`src/rtl/n4_b3_counter_ctrl_if.sv`:
```
// rtl/n4_b3_counter_ctrl_if.sv - host and counter-side signals of the base-3 counter sequencer
interface n4_b3_counter_ctrl_if;
    logic       soc;
    logic [7:0] target;
    logic [7:0] cnt_q;
    logic       cnt_eu;
    logic       eoc;
    logic       cnt_ei;
    logic       cnt_clr_;
    logic       err;
    logic       wrap;
    logic [6:0] steps;

    modport master (
        output soc, target, cnt_q, cnt_eu,
        input  eoc, cnt_ei, cnt_clr_, err, wrap, steps
    );

    modport slave (
        input  soc, target, cnt_q, cnt_eu,
        output eoc, cnt_ei, cnt_clr_, err, wrap, steps
    );
endinterface

```
`src/rtl/n4_b3_counter_ctrl.sv`:
```
// rtl/n4_b3_counter_ctrl.sv - clears a base-3 counter, then paces its enable until its digits reach a sampled target
module n4_b3_counter_ctrl #(
    parameter int PRESCALE = 4
) (
    input logic                  m_clock,
    input logic                  m_reset,
    n4_b3_counter_ctrl_if.slave  bus
);
    localparam logic [7:0] RELOAD = 8'(PRESCALE - 1);

    typedef enum logic [1:0] {IDLE, LOAD, RUN, DONE} state_t;

    state_t     state;
    logic [7:0] pre;
    logic [7:0] tgt_q;
    logic       eoc;
    logic       clr_n;
    logic       err;
    logic       wrap;
    logic [6:0] steps;
    logic       ei;

    function automatic logic has_bad_digit(input logic [7:0] t);
        return (t[7:6] == 2'b11) || (t[5:4] == 2'b11) ||
               (t[3:2] == 2'b11) || (t[1:0] == 2'b11);
    endfunction

    // The counter's digits settle one edge after each pulse, so the compare only
    // runs on prescaler expiry, never on the cycle right after a pulse.
    always_comb begin
        ei = (state == RUN) && (pre == 8'd0) && (bus.cnt_q != tgt_q);
    end

    always_ff @(posedge m_clock or posedge m_reset) begin
        if (m_reset) begin
            state <= IDLE;
            eoc   <= 1'b1;
            clr_n <= 1'b1;
            err   <= 1'b0;
            wrap  <= 1'b0;
            steps <= 7'd0;
            pre   <= 8'd0;
            tgt_q <= 8'd0;
        end else begin
            case (state)
                IDLE: begin
                    if (bus.soc) begin
                        tgt_q <= bus.target;
                        eoc   <= 1'b0;
                        // The clear is only issued for targets the counter can reach.
                        clr_n <= has_bad_digit(bus.target);
                        state <= LOAD;
                    end
                end
                LOAD: begin
                    clr_n <= 1'b1;
                    if (has_bad_digit(tgt_q)) begin
                        err   <= 1'b1;
                        eoc   <= 1'b1;
                        state <= DONE;
                    end else begin
                        err   <= 1'b0;
                        wrap  <= 1'b0;
                        steps <= 7'd0;
                        pre   <= RELOAD;
                        state <= RUN;
                    end
                end
                RUN: begin
                    if (pre == 8'd0) begin
                        if (bus.cnt_q == tgt_q) begin
                            eoc   <= 1'b1;
                            state <= DONE;
                        end else begin
                            steps <= steps + 7'd1;
                            pre   <= RELOAD;
                            if (bus.cnt_eu) begin
                                wrap <= 1'b1;
                            end
                        end
                    end else begin
                        pre <= pre - 8'd1;
                    end
                end
                DONE: begin
                    if (!bus.soc) begin
                        state <= IDLE;
                    end
                end
                default: begin
                    state <= IDLE;
                    eoc   <= 1'b1;
                    clr_n <= 1'b1;
                end
            endcase
        end
    end

    assign bus.eoc      = eoc;
    assign bus.cnt_ei   = ei;
    assign bus.cnt_clr_ = clr_n;
    assign bus.err      = err;
    assign bus.wrap     = wrap;
    assign bus.steps    = steps;
endmodule

```
`src/flat_wrapper.sv`:
```
// flat-port wrapper written by rule: the top's interface ports become plain ports
module n4_b3_counter_ctrl_flat 
#(
    parameter int PRESCALE = 4
)
  (m_clock, m_reset, bus_soc, bus_target, bus_cnt_q, bus_cnt_eu, bus_eoc, bus_cnt_ei, bus_cnt_clr_, bus_err, bus_wrap, bus_steps);
  n4_b3_counter_ctrl_if bus_i ();
  input logic m_clock;
  input logic m_reset;
  input wire logic [$bits(bus_i.soc)-1:0] bus_soc;
  input wire logic [$bits(bus_i.target)-1:0] bus_target;
  input wire logic [$bits(bus_i.cnt_q)-1:0] bus_cnt_q;
  input wire logic [$bits(bus_i.cnt_eu)-1:0] bus_cnt_eu;
  output wire logic [$bits(bus_i.eoc)-1:0] bus_eoc;
  output wire logic [$bits(bus_i.cnt_ei)-1:0] bus_cnt_ei;
  output wire logic [$bits(bus_i.cnt_clr_)-1:0] bus_cnt_clr_;
  output wire logic [$bits(bus_i.err)-1:0] bus_err;
  output wire logic [$bits(bus_i.wrap)-1:0] bus_wrap;
  output wire logic [$bits(bus_i.steps)-1:0] bus_steps;
  assign bus_i.soc = bus_soc;
  assign bus_i.target = bus_target;
  assign bus_i.cnt_q = bus_cnt_q;
  assign bus_i.cnt_eu = bus_cnt_eu;
  assign bus_eoc = bus_i.eoc;
  assign bus_cnt_ei = bus_i.cnt_ei;
  assign bus_cnt_clr_ = bus_i.cnt_clr_;
  assign bus_err = bus_i.err;
  assign bus_wrap = bus_i.wrap;
  assign bus_steps = bus_i.steps;
  n4_b3_counter_ctrl #(.PRESCALE(PRESCALE)) u_core (.m_clock(m_clock), .m_reset(m_reset), .bus(bus_i));
endmodule
```
`config.mk`:
```
export PLATFORM = sky130hd
export DESIGN_NAME = n4_b3_counter_ctrl_flat
export DESIGN_NICKNAME = d
export VERILOG_FILES = /design/src/rtl/n4_b3_counter_ctrl_if.sv /design/src/rtl/n4_b3_counter_ctrl.sv /design/src/flat_wrapper.sv
export SDC_FILE = /design/constraint.sdc
export NUM_CORES = 1
export LEC_CHECK = 0
export CORE_MARGIN = 2
export CORE_UTILIZATION = 47
export DETAILED_ROUTE_END_ITERATION = 16
export HOLD_SLACK_MARGIN = 0.03
export PLACE_DENSITY = 0.76
export SETUP_SLACK_MARGIN = 0.3
export SYNTH_ARGS = -nofsm -noshare
export SYNTH_HDL_FRONTEND = slang
export SYNTH_SLANG_ARGS = --single-unit
```
`constraint.sdc`:
```
create_clock -name m_clock -period 2.13 [get_ports m_clock]
set_input_delay 0.426 -clock m_clock [delete_from_list [all_inputs] [get_ports m_clock]]
set_output_delay 0.426 -clock m_clock [all_outputs]
set_load 0.02 [all_outputs]
```
After elaboration in Yosys (flattened, before gate mapping)
Cells that the tools add are included.
{"block": "totals", "register_bits": 29, "inputBits": 20}
{"block": "op_classes", "eq_ne": 22, "mux": 27, "n_reduce_logical": 20, "n_addsub": 2}
{"cell": "2-to-1 mux 8 bit", "n": 3}
{"cell": "2-to-1 mux 7 bit", "n": 3}
{"cell": "== test 2 bit, second input constant", "n": 10}
{"cell": "one-hot mux 8 bit (2 select lines)", "n": 1}
{"cell": "inequality test 2 bit, second input constant", "n": 7}
{"cell": "one-hot mux 7 bit (2 select lines)", "n": 1}
{"cell": "2-to-1 mux 1 bit", "n": 11}
{"cell": "AND reduction 5 bit", "n": 2}
{"cell": "== test 8 bit", "n": 1}
{"cell": "logical NOT 8 bit", "n": 1}
{"cell": "2-to-1 mux 2 bit", "n": 4}
{"cell": "inequality test 8 bit", "n": 1}
{"cell": "one-hot mux 2 bit (4 select lines)", "n": 1}
{"cell": "AND reduction 4 bit", "n": 2}
{"cell": "subtractor 8 x 1 -> 8 bit, second input constant", "n": 1}
{"cell": "adder 7 x 1 -> 7 bit, second input constant", "n": 1}
{"cell": "logical OR 1 bit", "n": 6}
{"cell": "one-hot mux 1 bit (2 select lines)", "n": 2}
{"cell": "AND reduction 2 bit", "n": 2}
{"cell": "nonzero test 2 bit", "n": 2}
{"cell": "inequality test 3 bit, second input constant", "n": 1}
{"cell": "one-hot mux 1 bit (3 select lines)", "n": 1}
{"cell": "AND reduction 3 bit", "n": 1}
{"cell": "nonzero test 3 bit", "n": 1}
{"cell": "4 further kinds", "n": 5}

Longest topological paths before layout
Gate-level depths: netlist of run 1.
{"block": "logic_depth", "depth_word": 6, "depth_mapped": 7}

Least setup slack after synthesis of run 1
Ideal clock, no wire load.
{"block": "synth_path", "path_kind": "reg2reg", "from": "register u_core.pre[2]", "to": "register u_core.pre[1]", "path_slack_ns": -0.188, "path_stages_with_launch": 7, "required_ns": 2.005, "synth_period_minus_slack_ns": 2.318, "path_buffers": 1, "arrival_ns": 2.193, "cell_sequence": "dfrtp_1 -> or4_4 -> or4b_4 -> nor4_4 -> buf_6 -> nor2_2 -> mux2_4"}
{"block": "synth_between", "elab_chain_len": 3, "word_cells_on_any_way": 5}
{"item": "from (decl)", "line": "n4_b3_counter_ctrl.sv:14", "source": "logic [7:0] pre;"}
{"item": "from (signal assigned)", "line": "n4_b3_counter_ctrl.sv:82", "source": "pre <= pre - 8'd1;"}
{"item": "logical NOT 8 bit *", "line": "n4_b3_counter_ctrl.sv:70", "source": "if (pre == 8'd0) begin"}
{"item": "inequality test 3 bit (no source line) / 2-to-1 mux 8 bit (equally long branches)"}
{"item": "AND reduction 3 bit (no source line) / one-hot mux 8 bit (2 select lines) (equally long branches)"}
Every way passes the cells marked *; elsewhere a longest branch is shown, timed or not.
A chain may end at the register's enable or synchronous reset.

Worst setup path after layout of run 1
{"block": "layout_path", "from": "register u_core.pre[2]", "to": "register u_core.eoc, in the netlist u_core.bus.eoc"}
{"block": "layout_between", "elab_chain_len": 3}
{"item": "logical NOT 8 bit", "line": "n4_b3_counter_ctrl.sv:70"}
{"item": "inequality test 2 bit (no source line)"}
{"item": "AND reduction 5 bit (no source line)"}
{"item": "to (signal assigned)", "line": "n4_b3_counter_ctrl.sv:59", "source": "eoc <= 1'b1;"}
{"item": "to (signal assigned)", "line": "n4_b3_counter_ctrl.sv:72", "source": "eoc <= 1'b1;"}
{"item": "to (signal assigned)", "line": "n4_b3_counter_ctrl.sv:92", "source": "eoc <= 1'b1;"}
{"item": "to (decl)", "line": "n4_b3_counter_ctrl.sv:16", "source": "logic eoc;"}
Every way passes these cells.

==> results of run 1 <==
-- sequential cells by signal (all words and copies together) (netlist names) --
name,cells
u_core.pre,8
u_core.tgt_q,8
u_core.bus.steps,7
u_core.state,2
u_core.bus.cnt_clr_,1
u_core.bus.eoc,1
u_core.bus.err,1
u_core.bus.wrap,1
-- what timing repair did --
item / in CTS / in global routing
resized for setup: 18 / 10
setup buffers: 4 / 4
endpoints found under the setup margin: 22 / 21
pin swaps: 6 / 12
-- cells in the mapped netlist, types with 2 or more instances --
cell	n
xnor2_1	8
o311ai_1	3
nand3_1	11
o21ai_1	7
nand2_1	11
or2_2	2
or4b_1	2
a21oi_1	9
mux2_2	8
ha_1	9
or3_1	5
inv_1	13
nor2_1	5
dfrtp_1	27
o21a_1	2
a22o_1	2
o211ai_1	7
nand4_1	4
dfstp_2	2
or3_2	2
-- cell type report --
cell class / instances / area, µm² / share of cell area, %
clock buffers: 8 / 80.1 / 3.20
inverters: 13 / 48.8 / 1.95
multi-input cells: 124 / 1030 / 41.2
flip-flops and latches: 29 / 728 / 29.1
well taps: 48 / 60.1 / 2.40
repair buffers: 59 / 553 / 22.1
-- per-stage QoR --
stage,hold slack (ns),setup TNS [ns]
after floorplan,0.503,-0.553
after global placement,0.475,-2.84
after detailed placement,0.481,-3.79
after CTS,0.483,-3.38
after global routing,0.515,-4.80
final,0.481,-3.86
-- logic make-up (layout without fill, tap and decap cells) --
group | count (synthesis) | after routing | share of synthesized area, %
muxes | 10 | 10 | 6.71
and+or+nand+nor | 57 | 57 | 20.4
DFF | 29 | 29 | 42.0
adders and majority gates | 9 | 9 | 6.50
xor gates and xnor gates | 8 | 8 | 4.04
AOI/OAI and AO/OA | 40 | 40 | 16.4
buffers and inverters | 16 | 80 | 3.90
-- final timing paths --
kind / start / slack, ns / endpoint
max in group asynchronous: m_reset / 1.17 / u_core.pre[5]
max reg2reg: u_core.pre[2] / -0.35 / u_core.bus.eoc
min in group m_clock: u_core.bus.err / 0.49 / u_core.bus.err
max: u_core.pre[2] / -0.35 / u_core.bus.eoc
min: m_reset / 0.48 / u_core.tgt_q[0]
min reg2reg: u_core.bus.err / 0.49 / u_core.bus.err
-- worst max-delay path: stages (launching register included) --
cell	delay (ns)
dfrtp_1	0.38
or4_4	0.55
buf_6	0.14
or4b_4	0.56
o31ai_4	0.32
nand3_1	0.14
mux2_4	0.31
-- metal layers --
metal | wire length (µm) | track usage (%) | vias up
met4 | 57 | 7.45 | 0
met3 | 187 | 5.90 | 8
met5 | 0 | 0 | -
met1 | 1840 | 26.5 | 779
met2 | 2410 | 38.7 | 53
li1 | - | - | 756
-- power by group through the flow --
stage	clock, mW	sequential, mW	combinational [mW]
floorplan	0	0.872	0.853
global placement	0	0.849	1.27
detailed placement	0	0.865	1.34
CTS	0.450	0.859	1.40
global route	0.488	0.884	1.66
finish	0.443	0.859	1.53
==> out/summary.txt, run 1 <==
Core area = 3610 µm²
Synthesized area = 1730 µm²
Area growth, synth to finish = 44.3%
Via density = 5.68
Port bufs = 31
Max Clock Skew = 0.0107 ns
Chip Width = 64.7 µm
Synthesized instance count = 169
Share of cells above drive strength 1 = 29.6%
Nets = 261
Drt drc = 0
CP Data Arrival Time = 2.68 ns
Max_slew headroom = 65.5%
Final Non-Filler Cells = 281
Sequential Power Share = 30.3%
Wire per inst = 16.0 µm
Maxcap violations = 0
Lkg Pwr = 1.10 nW
Largest cells by area after synthesis = dfrtp_1 (39%), ha_1 (6.5%), mux2_2 (5.2%)
DP Area = 2250 µm²
Filler cell count in the final layout = 272
CP required = 2.34 ns
Unrepaired setup endpoints after global routing = yes
Initial antenna violation count = 0
Clock latency on the worst-skew pair = 0.29 ns
Syn_area_per_cell = 10.3 µm²
H-tree levels = 2
Worst reg2reg path depth = 6
Mapped Nets = 198
Type of the worst min-delay path = in2async
Top cell type by total area after synthesis = dfrtp_1
Die H = 64.7 µm
GRT overflow = 0
Combinational power share = 54.1%
Place WS = -0.403 ns
Max VDD drop = 698 µV
Final ANT Viol Nets = 0
Final instance area = 2500 µm²
Max clock buf depth = 2
Seq/Total Area, Yosys = 42.0%
Failing checks = setup timing
Pwr/cell area = 1130 nW/µm²
CP Class = reg2reg
CTS sink count = 29
Iter 0 DRT Violations = 64
CTS Root Cell = clkbuf_8
Detailed Route WL = 4.49 mm
Die ar. = 4190 µm²
Pre-antenna DRT Iters = 5
Synth Warn # = 0
TritonCTS clock tree = done
Final Hold Viols = 0
Final Max Slew Viols = 0
Rows = 22
Synthesized flop and latch total = 29
RD Place Congestion = 0.799
Placed cells = 265
Synth async-reset ratio = 100%
Final Critical Period = 2.48 ns
Number of global-route vias before repair = 1,641
DP HPWL = 3.08 mm
Count of cell types in the netlist = 50
Max Clock Freq = 404 MHz
CP Launch Type = flop
CP Max Fanout = 4
Final WS setup = -0.347 ns
TritonCTS Buffers = 5
Hold-fix buffers, CTS = 0
Least-Margin Pin Slew = 0.517 ns
Register clock-pin slew on the reported worst setup and hold paths = 0.06 ns
Clock network power share = 15.6%
Number of enable flip-flop cells after synthesis = 0
Diode count = 0
Sw frac = 41.1%
Setup crit end kind = flop
Leading cell types in the layout, fill and taps excluded = clkdlybuf4s50_1 (27), dfrtp_1 (27), buf_4 (22)
Largest net degree at the start of global routing = 19
# IOs = 32
Yosys top cell area share = 39.0%
Via count = 1,596
Net Sw Power = 1.16 mW
Util after Layout = 69.4%
Internal Pwr Total = 1.67 mW
Ys flop type = dfrtp_1
Global-route wire length before repair = 7.23 mm
Status = complete, but fails checks
Gr usage total = 22.2%
Total Power = 2.83 mW
Initial core utilization = 48.1%
Crit share post-route = 116%
Setup violations, final = 18
Power figures use the tool's default switching activity.
==> run 2, diff against run 1 <==
--- a/config.mk
+++ b/config.mk
@@ -8,6 +8,6 @@
 export CORE_MARGIN = 2
-export CORE_UTILIZATION = 47
+export CORE_UTILIZATION = 56
 export DETAILED_ROUTE_END_ITERATION = 16
 export HOLD_SLACK_MARGIN = 0.03
-export PLACE_DENSITY = 0.76
+export PLACE_DENSITY = 0.85
 export SETUP_SLACK_MARGIN = 0.3
==> constraint.sdc (replaced) <==
create_clock -name m_clock -period 2.9 [get_ports m_clock]
set_input_delay 0.435 -clock m_clock [delete_from_list [all_inputs] [get_ports m_clock]]
set_output_delay 0.435 -clock m_clock [all_outputs]
set_load 0.02 [all_outputs]
==> out/summary.txt, run 2 (synthesized netlist as in run 1, its figures left out) <==
Final Critical Period = 2.49 ns
CP Launch Type = flop
Register clock-pin slew on the reported worst setup and hold paths = 0.10 ns (+0.04 ns)
Status = finished clean
Max Clock Skew = 0.0146 ns (+0.00388 ns)
RD Place Congestion = 0.733 (-8.2%)
Max_slew headroom = 68.2% (+2.7 points)
CTS sink count = 29 (unchanged)
Pre-antenna DRT Iters = 5 (unchanged)
Setup crit end kind = output port
Setup violations, final = 0 (-18)
Gr usage total = 26.1% (+3.9 points)
Final instance area = 2180 µm² (-13%)
Share of cells above drive strength 1 = 17.4% (-12 points)
Pwr/cell area = 817 nW/µm² (-28%)
# IOs = 32 (unchanged)
Sequential Power Share = 35.8% (+5.5 points)
Hold-fix buffers, CTS = 0 (unchanged)
Commonest non-fill, non-tap cell in the layout = clkdlybuf4s50_1
Detailed Route WL = 4.09 mm (-9.1%)
Unrepaired setup endpoints after global routing = no
Clock latency on the worst-skew pair = 0.34 ns (+0.05 ns)
Crit share post-route = 85.8%
Lkg Pwr = 0.911 nW (-17%)
Setup_tns = 0 ns (+3.86 ns)
Max Clock Freq = 402 MHz
Place WS = 0.268 ns (+0.671 ns)
H-tree levels = 2 (unchanged)
Via density = 6.22 (+9.4%)
CP Max Fanout = 5 (+1)
Slowest CP cell = or4_4
Final Hold Viols = 0 (unchanged)
Initial antenna violation count = 0 (unchanged)
CTS Root Cell = clkbuf_4
TritonCTS clock tree = done
Final ANT Viol Nets = 0 (unchanged)
DP Area = 2120 µm² (-6.0%)
CP Class = reg2out
Clock network power share = 13.4% (-2.2 points)
Largest net degree at the start of global routing = 30 (+11)
Rows = 20 (-9.1%)
CP Data Arrival Time = 2.05 ns (-0.63 ns)
Diode count = 0 (unchanged)
CP required = 2.47 ns (+0.13 ns)
Util after Layout = 72.5% (+3.2 points)
Crit path cell chain = or4_4 > nor4b_4 > o21ai_1 > nor2_1 > buf_2
Die H = 59.6 µm (-7.9%)
Largest registers = u_core.pre (8), u_core.tgt_q (8), u_core.bus.steps (7)
Die ar. = 3560 µm² (-15%)
Port bufs = 31 (unchanged)
Max incr delay on CP = 0.59 ns (+0.03 ns)
TritonCTS Buffers = 5 (unchanged)
Max VDD drop = 541 µV (-22%)
Initial core utilization = 57.7% (+9.7 points)
Via count = 1,529 (-4.2%)
Drt drc = 0 (unchanged)
Maxcap violations = 0 (unchanged)
Internal Pwr Total = 1.02 mW (-39%)
Sw frac = 42.4% (+1.4 points)
Global-route wire length before repair = 6.99 mm (-3.3%)
Net Sw Power = 755 µW (-35%)
Nets = 241 (-7.7%)
Area growth, synth to finish = 25.7%
Leading cell types in the layout, fill and taps excluded = clkdlybuf4s50_1 (30), dfrtp_1 (27), inv_1 (13)
Max clock buf depth = 2 (unchanged)
Iter 0 DRT Violations = 82 (+28%)
DP HPWL = 3.06 mm (-0.62%)
Number of global-route vias before repair = 1,569 (-4.4%)
Wire per inst = 16.6 µm (+3.9%)
Final WS setup = 0.412 ns (+0.759 ns)
GRT overflow = 0 (unchanged)
Chip Width = 59.6 µm (-7.9%)
Core area = 3000 µm² (-17%)
Least-Margin Pin Slew = 0.477 ns (-0.0405 ns)
Final Max Slew Viols = 0 (unchanged)
Combinational power share = 50.8% (-3.3 points)
Final hold slack = 0.464 ns (-0.0173 ns)
Type of the worst min-delay path = in2async
==> run 2: cell types whose count changed in the layout (fill, tap and decap cells not counted), sizes merged <==
| cell | before | now |
|---|---|---|
| dlygate4sd2 | 2 | 0 |
| clkdlybuf4s50 | 27 | 30 |
| buf | 29 | 9 |
| dlymetal6s2s | 1 | 0 |
==> run 2: routing by layer <==
layer / part of all wire [%] / up-vias / GRT usage (%)
li1: - / 717 / -
met1: 40 / 735 / 29.9
met2: 52 / 65 / 45.8
met3: 5.8 / 12 / 7.86
met4: 1.9 / 0 / 9.21
met5: 0 / - / 0
==> run 2: area by class of cell <==
type / instances / area, µm²
Multi-Input combinational cell: 124 / 946
Tap cell: 33 / 41.3
Sequential cell: 29 / 728
Clock buffer: 8 / 48.8
Inverter: 13 / 48.8
Timing Repair Buffer: 39 / 365
Fill cell: 226 / 825
==> run 2: critical path: cells and delay by family (launching register included) <==
family                 cells  cell delay (ns)
and+or+nand+nor            3             1.00
AOI/OAI and AO/OA          1             0.13
DFF                        1             0.42
buffers and inverters      1             0.17
==> run 2: power groups by stage <==
stage               registers, mW  logic [mW]  clock network [mW]
floorplan                   0.640       0.612                   0
global placement            0.631       0.851                   0
detailed placement          0.639       0.896                   0
CTS                         0.635       0.903               0.244
global route                0.653       0.992               0.263
finish                      0.638       0.904               0.238
==> run 2: worst paths after layout <==
path	from	cells past startpoint	to	slack, ns
worst max register to register	u_core.pre[2]	6	u_core.pre[4]	0.43
worst min-delay path	m_reset	3	u_core.pre[1]	0.46
min in group m_clock	u_core.bus.err	1	u_core.bus.err	0.50
worst min register to register	u_core.bus.err	1	u_core.bus.err	0.50
worst max-delay path	u_core.pre[2]	5	bus_cnt_ei	0.41
max in group asynchronous	m_reset	3	u_core.bus.eoc	2.12
==> run 2: per-stage QoR <==
step	cells	total power [mW]
after detailed placement	237	1.54
after global routing	246	1.91
after global placement	237	1.48
after floorplan	169	1.25
final	246	1.78
after CTS	246	1.78
==> run 2: what timing repair did <==
| item | in CTS | in global routing |
|---|---|---|
| setup endpoints to repair | 1 | 1 |
| cloned | 0 | 0 |
| pin swaps | 1 | 1 |
| buffers inserted | 1 | 0 |
| gates resized for setup | 5 | 0 |
==> run 3, diff against run 2 <==
- SLEW_MARGIN: default -> 0
==> results of run 3 <==
The final DEF is identical to that of run 2; final timing and power are the same.
